## src/rtl/clarvi_part_sequencer.sv

```systemverilog
// Multi-part instruction sequencer: issues one DATA_W-wide part per unstalled cycle
// and forwards per-part operands from downstream stages, detecting load-use hazards.
module clarvi_part_sequencer #(
  parameter int NPARTS = 2,
  parameter int DATA_W = 32,
  parameter int NFWD   = 3,
  localparam int PART_W = (NPARTS > 2) ? $clog2(NPARTS) : 1
) (
  input  logic                     clock,
  input  logic                     reset_n,
  input  logic                     in_valid,
  input  logic                     in_single,
  input  logic                     in_reverse,
  input  logic                     stall,
  input  logic                     flush,
  input  logic [4:0]               rs1,
  input  logic [4:0]               rs2,
  input  logic                     rs1_used,
  input  logic                     rs2_used,
  input  logic [DATA_W-1:0]        rf_rs1,
  input  logic [DATA_W-1:0]        rf_rs2,
  input  logic [NFWD-1:0]          fwd_valid,
  input  logic [NFWD-1:0]          fwd_is_load,
  input  logic [5*NFWD-1:0]        fwd_rd,
  input  logic [PART_W*NFWD-1:0]   fwd_part,
  input  logic [DATA_W*NFWD-1:0]   fwd_value,
  input  logic                     fwd_load_fault,
  output logic                     out_valid,
  output logic [PART_W-1:0]        part_idx,
  output logic                     part_first,
  output logic                     part_last,
  output logic                     fetch_hold,
  output logic                     load_dep_stall,
  output logic [DATA_W-1:0]        rs1_value,
  output logic [DATA_W-1:0]        rs2_value
);

  typedef logic [PART_W-1:0] part_t;

  localparam part_t LAST_MULTI = part_t'(NPARTS - 1);

  part_t cnt_q, cnt_d;
  part_t last;
  logic [NFWD-1:0] elig1, elig2;

  always_comb begin
    last       = in_single ? '0 : LAST_MULTI;
    part_idx   = (in_reverse && !in_single) ? last - cnt_q : cnt_q;
    part_first = (cnt_q == '0);
    part_last  = (cnt_q == last);
  end

  // Only the EX-stage load can be too late to forward; an address fault kills it,
  // so there is nothing to wait for.
  always_comb begin
    load_dep_stall = in_valid && fwd_valid[0] && fwd_is_load[0] && !fwd_load_fault
                  && (fwd_part[PART_W-1:0] == part_idx)
                  && ((rs1_used && rs1 == fwd_rd[4:0]) || (rs2_used && rs2 == fwd_rd[4:0]))
                  && (fwd_rd[4:0] != 5'd0);
    out_valid  = in_valid && !stall && !load_dep_stall && !flush;
    fetch_hold = in_valid && ((cnt_q != last) || load_dep_stall);
  end

  always_comb begin
    for (int s = 0; s < NFWD; s++) begin
      elig1[s] = fwd_valid[s] && (fwd_rd[5*s +: 5] == rs1) && (fwd_rd[5*s +: 5] != 5'd0)
              && (fwd_part[PART_W*s +: PART_W] == part_idx) && !(s == 0 && fwd_is_load[s]);
      elig2[s] = fwd_valid[s] && (fwd_rd[5*s +: 5] == rs2) && (fwd_rd[5*s +: 5] != 5'd0)
              && (fwd_part[PART_W*s +: PART_W] == part_idx) && !(s == 0 && fwd_is_load[s]);
    end
  end

  // Scan from oldest to youngest so the youngest eligible stage wins.
  always_comb begin
    // NOTE: every combinational output gets a default first so no path leaves it unassigned (no latch).
    rs1_value = rf_rs1;
    rs2_value = rf_rs2;
    for (int s = NFWD - 1; s >= 0; s--) begin
      if (elig1[s]) rs1_value = fwd_value[DATA_W*s +: DATA_W];
      if (elig2[s]) rs2_value = fwd_value[DATA_W*s +: DATA_W];
    end
  end

  always_comb begin
    cnt_d = cnt_q;
    if (flush || !in_valid)            cnt_d = '0;
    else if (stall || load_dep_stall)  cnt_d = cnt_q;
    else if (cnt_q == last)            cnt_d = '0;
    else                               cnt_d = cnt_q + part_t'(1);
  end

  always_ff @(posedge clock or negedge reset_n) begin
    // NOTE: state flops use non-blocking assignment so all registers update together at the edge.
    if (!reset_n) cnt_q <= '0;
    else          cnt_q <= cnt_d;
  end

endmodule

```

## config.mk

```make
export PLATFORM = sky130hd
export DESIGN_NAME = clarvi_part_sequencer
export DESIGN_NICKNAME = d
export VERILOG_FILES = /design/src/rtl/clarvi_part_sequencer.sv
export SDC_FILE = /design/constraint.sdc
export NUM_CORES = 1
export LEC_CHECK = 0
export ABC_AREA = 1
export CELL_PAD_IN_SITES_DETAIL_PLACEMENT = 0
export CELL_PAD_IN_SITES_GLOBAL_PLACEMENT = 1
export CORE_ASPECT_RATIO = 0.8
export CORE_MARGIN = 10
export CORE_UTILIZATION = 21
export CTS_BUF_LIST = sky130_fd_sc_hd__clkbuf_8 sky130_fd_sc_hd__clkbuf_16
export DETAILED_ROUTE_END_ITERATION = 10
export PLACE_DENSITY = 0.94
export SETUP_SLACK_MARGIN = 0.3
export SLEW_MARGIN = 25
export SYNTH_ARGS = -nofsm -noshare
export SYNTH_HDL_FRONTEND = slang
export SYNTH_SLANG_ARGS = --single-unit
```

## constraint.sdc

```tcl
create_clock -name clock -period 2.1 [get_ports clock]
set_input_delay 0.315 -clock clock [delete_from_list [all_inputs] [get_ports clock]]
set_output_delay 0.315 -clock clock [all_outputs]
set_load 0.01 [all_outputs]
```

==> results.txt <==
outcome = finished, violations left
failing checks = setup timing
via count = 6885
FFs w/ async S/R, synth = 1.00
P_int = 0.844 mW
leakage power total = 4.82 nW
die area = 24500 um2
max reg flops = 1
total wire length = 27200 um
grt total ovfl = 0
HPWL Detailed = 18000 um
Critical Path End Type = output port
PD cells = 165 nW/um2
DRC Markers = 0
Post-Syn Instances = 851
Die Ht = 142 um
total iterations of the first detailed-routing run = 5
clk slew on worst S/H paths = 0 ns
relative slew slack = 0.801
hold buffer count at CTS = 0
worst-margin pin slew = 0.299 ns
Switching Share = 0.463
CP Cell Sequence = buf_6 > inv_4 > ha_4 > nand3b_1 > nand2_2 > nand2_2 > nand2_4 > nor2_4 > nand2_4 > buf_6 > buf_12 > buf_12 > nand2_4 > inv_2 > a21oi_2 > buf_2
post-layout net count = 1419
reg2reg path depth = 14
sequential power share = 0.013
clk_lat worst skew = 0 ns
Critical Path Start = in_single
top_reg_cell synth = dfrtp_1
Max Clock Freq = 419 MHz
Psw = 0.729 mW
Post-synth EDFFs = 0
GRT Overall Usage = 0.185
share of the yosys chip area belonging to registers = 0.00639
TNS Setup = -13.31 ns
endpoints failing setup = 64
synthesized flop and latch total = 1
max-slew violations = 0
WP data required = 1.78 ns
IO Pins = 274
number of antenna diodes = 0
Slowest-stage cell, CP = ha_4
most numerous cell in the Yosys netlist = nand2_1
row count = 44
critical path class = in -> out
Fin Hold WS = 0.466 ns
initial core utilization = 0.215
clock group share of total power = 0
number of global-route vias before repair = 6371
Yosys cell types = 25
RSZ-0062 raised after global routing = yes
Final Wtd Congestion = 0.885
layout cells sized above 1 = 0.425
Hold WC Path Type = in -> async
syn nets = 1056
area leader, netlist = nand3_1
Final ANT Viol Nets = 0
minimum clock period = 2.38 ns
worst r2r src = cnt_q
pre-CTS setup slack = -0.968 ns
Die W = 173 um
crit path DAT = 2.07 ns
initial antenna violation count = 1
clock skew = 0 ns
Core Box Area = 18200 um2
final hold violations = 0
Post-Syn Area = 3920 um2
largest net degree at the start of global routing = 29
combinational power share = 0.987
ranking of synthesized cells by area = nand3_1, nand2_1, inv_1, nor2_1, a21oi_2
first-pass GRT wire length = 37000 um
Post-synth top cells = nand2_1, nand3_1, inv_1, nor2_1, a21oi_1
vias per cell = 4.70
DRT iter0 DRCs = 583
CP max FO = 5
Avg WL per Cell = 18.6 um
final worst setup slack = -0.285 ns
area grow syn2layout = 143%
Tcrit/Tclk final = 1.14
Mean Syn Cell Area = 4.60 um2
Largest regs = cnt_q: 1 flops
startpoint types = primary input
Biggest register = cnt_q
warnings from Yosys = 0
top cell type's share of synthesized area = 0.251
Critical Path Max Stage Delay = 0.26 ns
I/O Buffers = 271
Max VDD drop = 0.155 mV
most used cell, CP = nand2_4
max-cap violations = 0
-- layout by cell type (no fill, tap or decap), drive strengths merged, types with 7 or more instances in the layout --
cell type	n
a21oi	66
inv	194
clkbuf	15
buf	201
nand4	7
nand2	233
clkdlybuf4s15	15
nor2	95
clkdlybuf4s50	173
nand3	196
-- kinds of logic (layout without fill, tap and decap cells) --
logic type / Yosys count / after routing / share of synthesized area
compound gates: 68 / 68 / 0.114
xor+xnor: 3 / 3 / 0.00671
fa+ha+maj: 1 / 1 / 0.00320
buf+inv: 244 / 605 / 0.270
flops: 1 / 1 / 0.00639
simple gates: 534 / 534 / 0.600
-- metal layers --
metal  GRT usage  part of all wire  up-vias
li1            -                 -     3348
met1       0.238              0.42     3139
met2       0.312              0.46      349
met3      0.0522             0.094       47
met4      0.0204             0.019        2
met5           0           0.00048        -
-- cell type report --
class                   count  area (um2)
multi-input cells         606        4010
inverters                 194         731
flip-flops and latches      1        25.0
repair buffers            411        4430
well taps                 253         317
fillers                  1689        8710
-- power by group through the flow --
stage	clock [mW]	sequential (mW)	combinational, mW
global placement	0	0.0206	1.25
global route	0	0.0207	1.65
floorplan	0	0.0207	0.504
detailed placement	0	0.0206	1.26
finish	0	0.0206	1.55
CTS	0	0.0206	1.34
-- repair_timing --
action                     in CTS  in global routing
setup buffers                  31                 25
resized for setup             475                202
pin swaps                      49                 88
setup endpoints to repair      70                 68
cloned                         15                 10
-- path summary, 6_finish.rpt --
kind / end / slack (ns)
worst min-delay path: cnt_q / 0.47
max in group asynchronous: cnt_q / 1.54
worst max register to register: cnt_q / 0.35
worst min register to register: cnt_q / 0.71
worst max-delay path: rs1_value[27] / -0.28
min in group clock: cnt_q / 0.71
-- through the flow --
stage	cells	total power, mW	util	instance area, um2
after detailed placement	1384	1.28	0.406	7400
after floorplan	851	0.524	-	4110
after global placement	1384	1.27	0.406	7400
final	1465	1.57	0.522	9510
after global routing	1465	1.67	0.522	9510
after CTS	1430	1.36	0.459	8360
-- critical path, delay by kind of cell --
family / cells / cell delay, ns
buffers and inverters: 7 / 0.69
adders and majority gates: 1 / 0.26
AOI/OAI and AO/OA: 1 / 0.14
and+or+nand+nor: 7 / 0.64
Note: power is estimated with default switching activity, not from simulation.
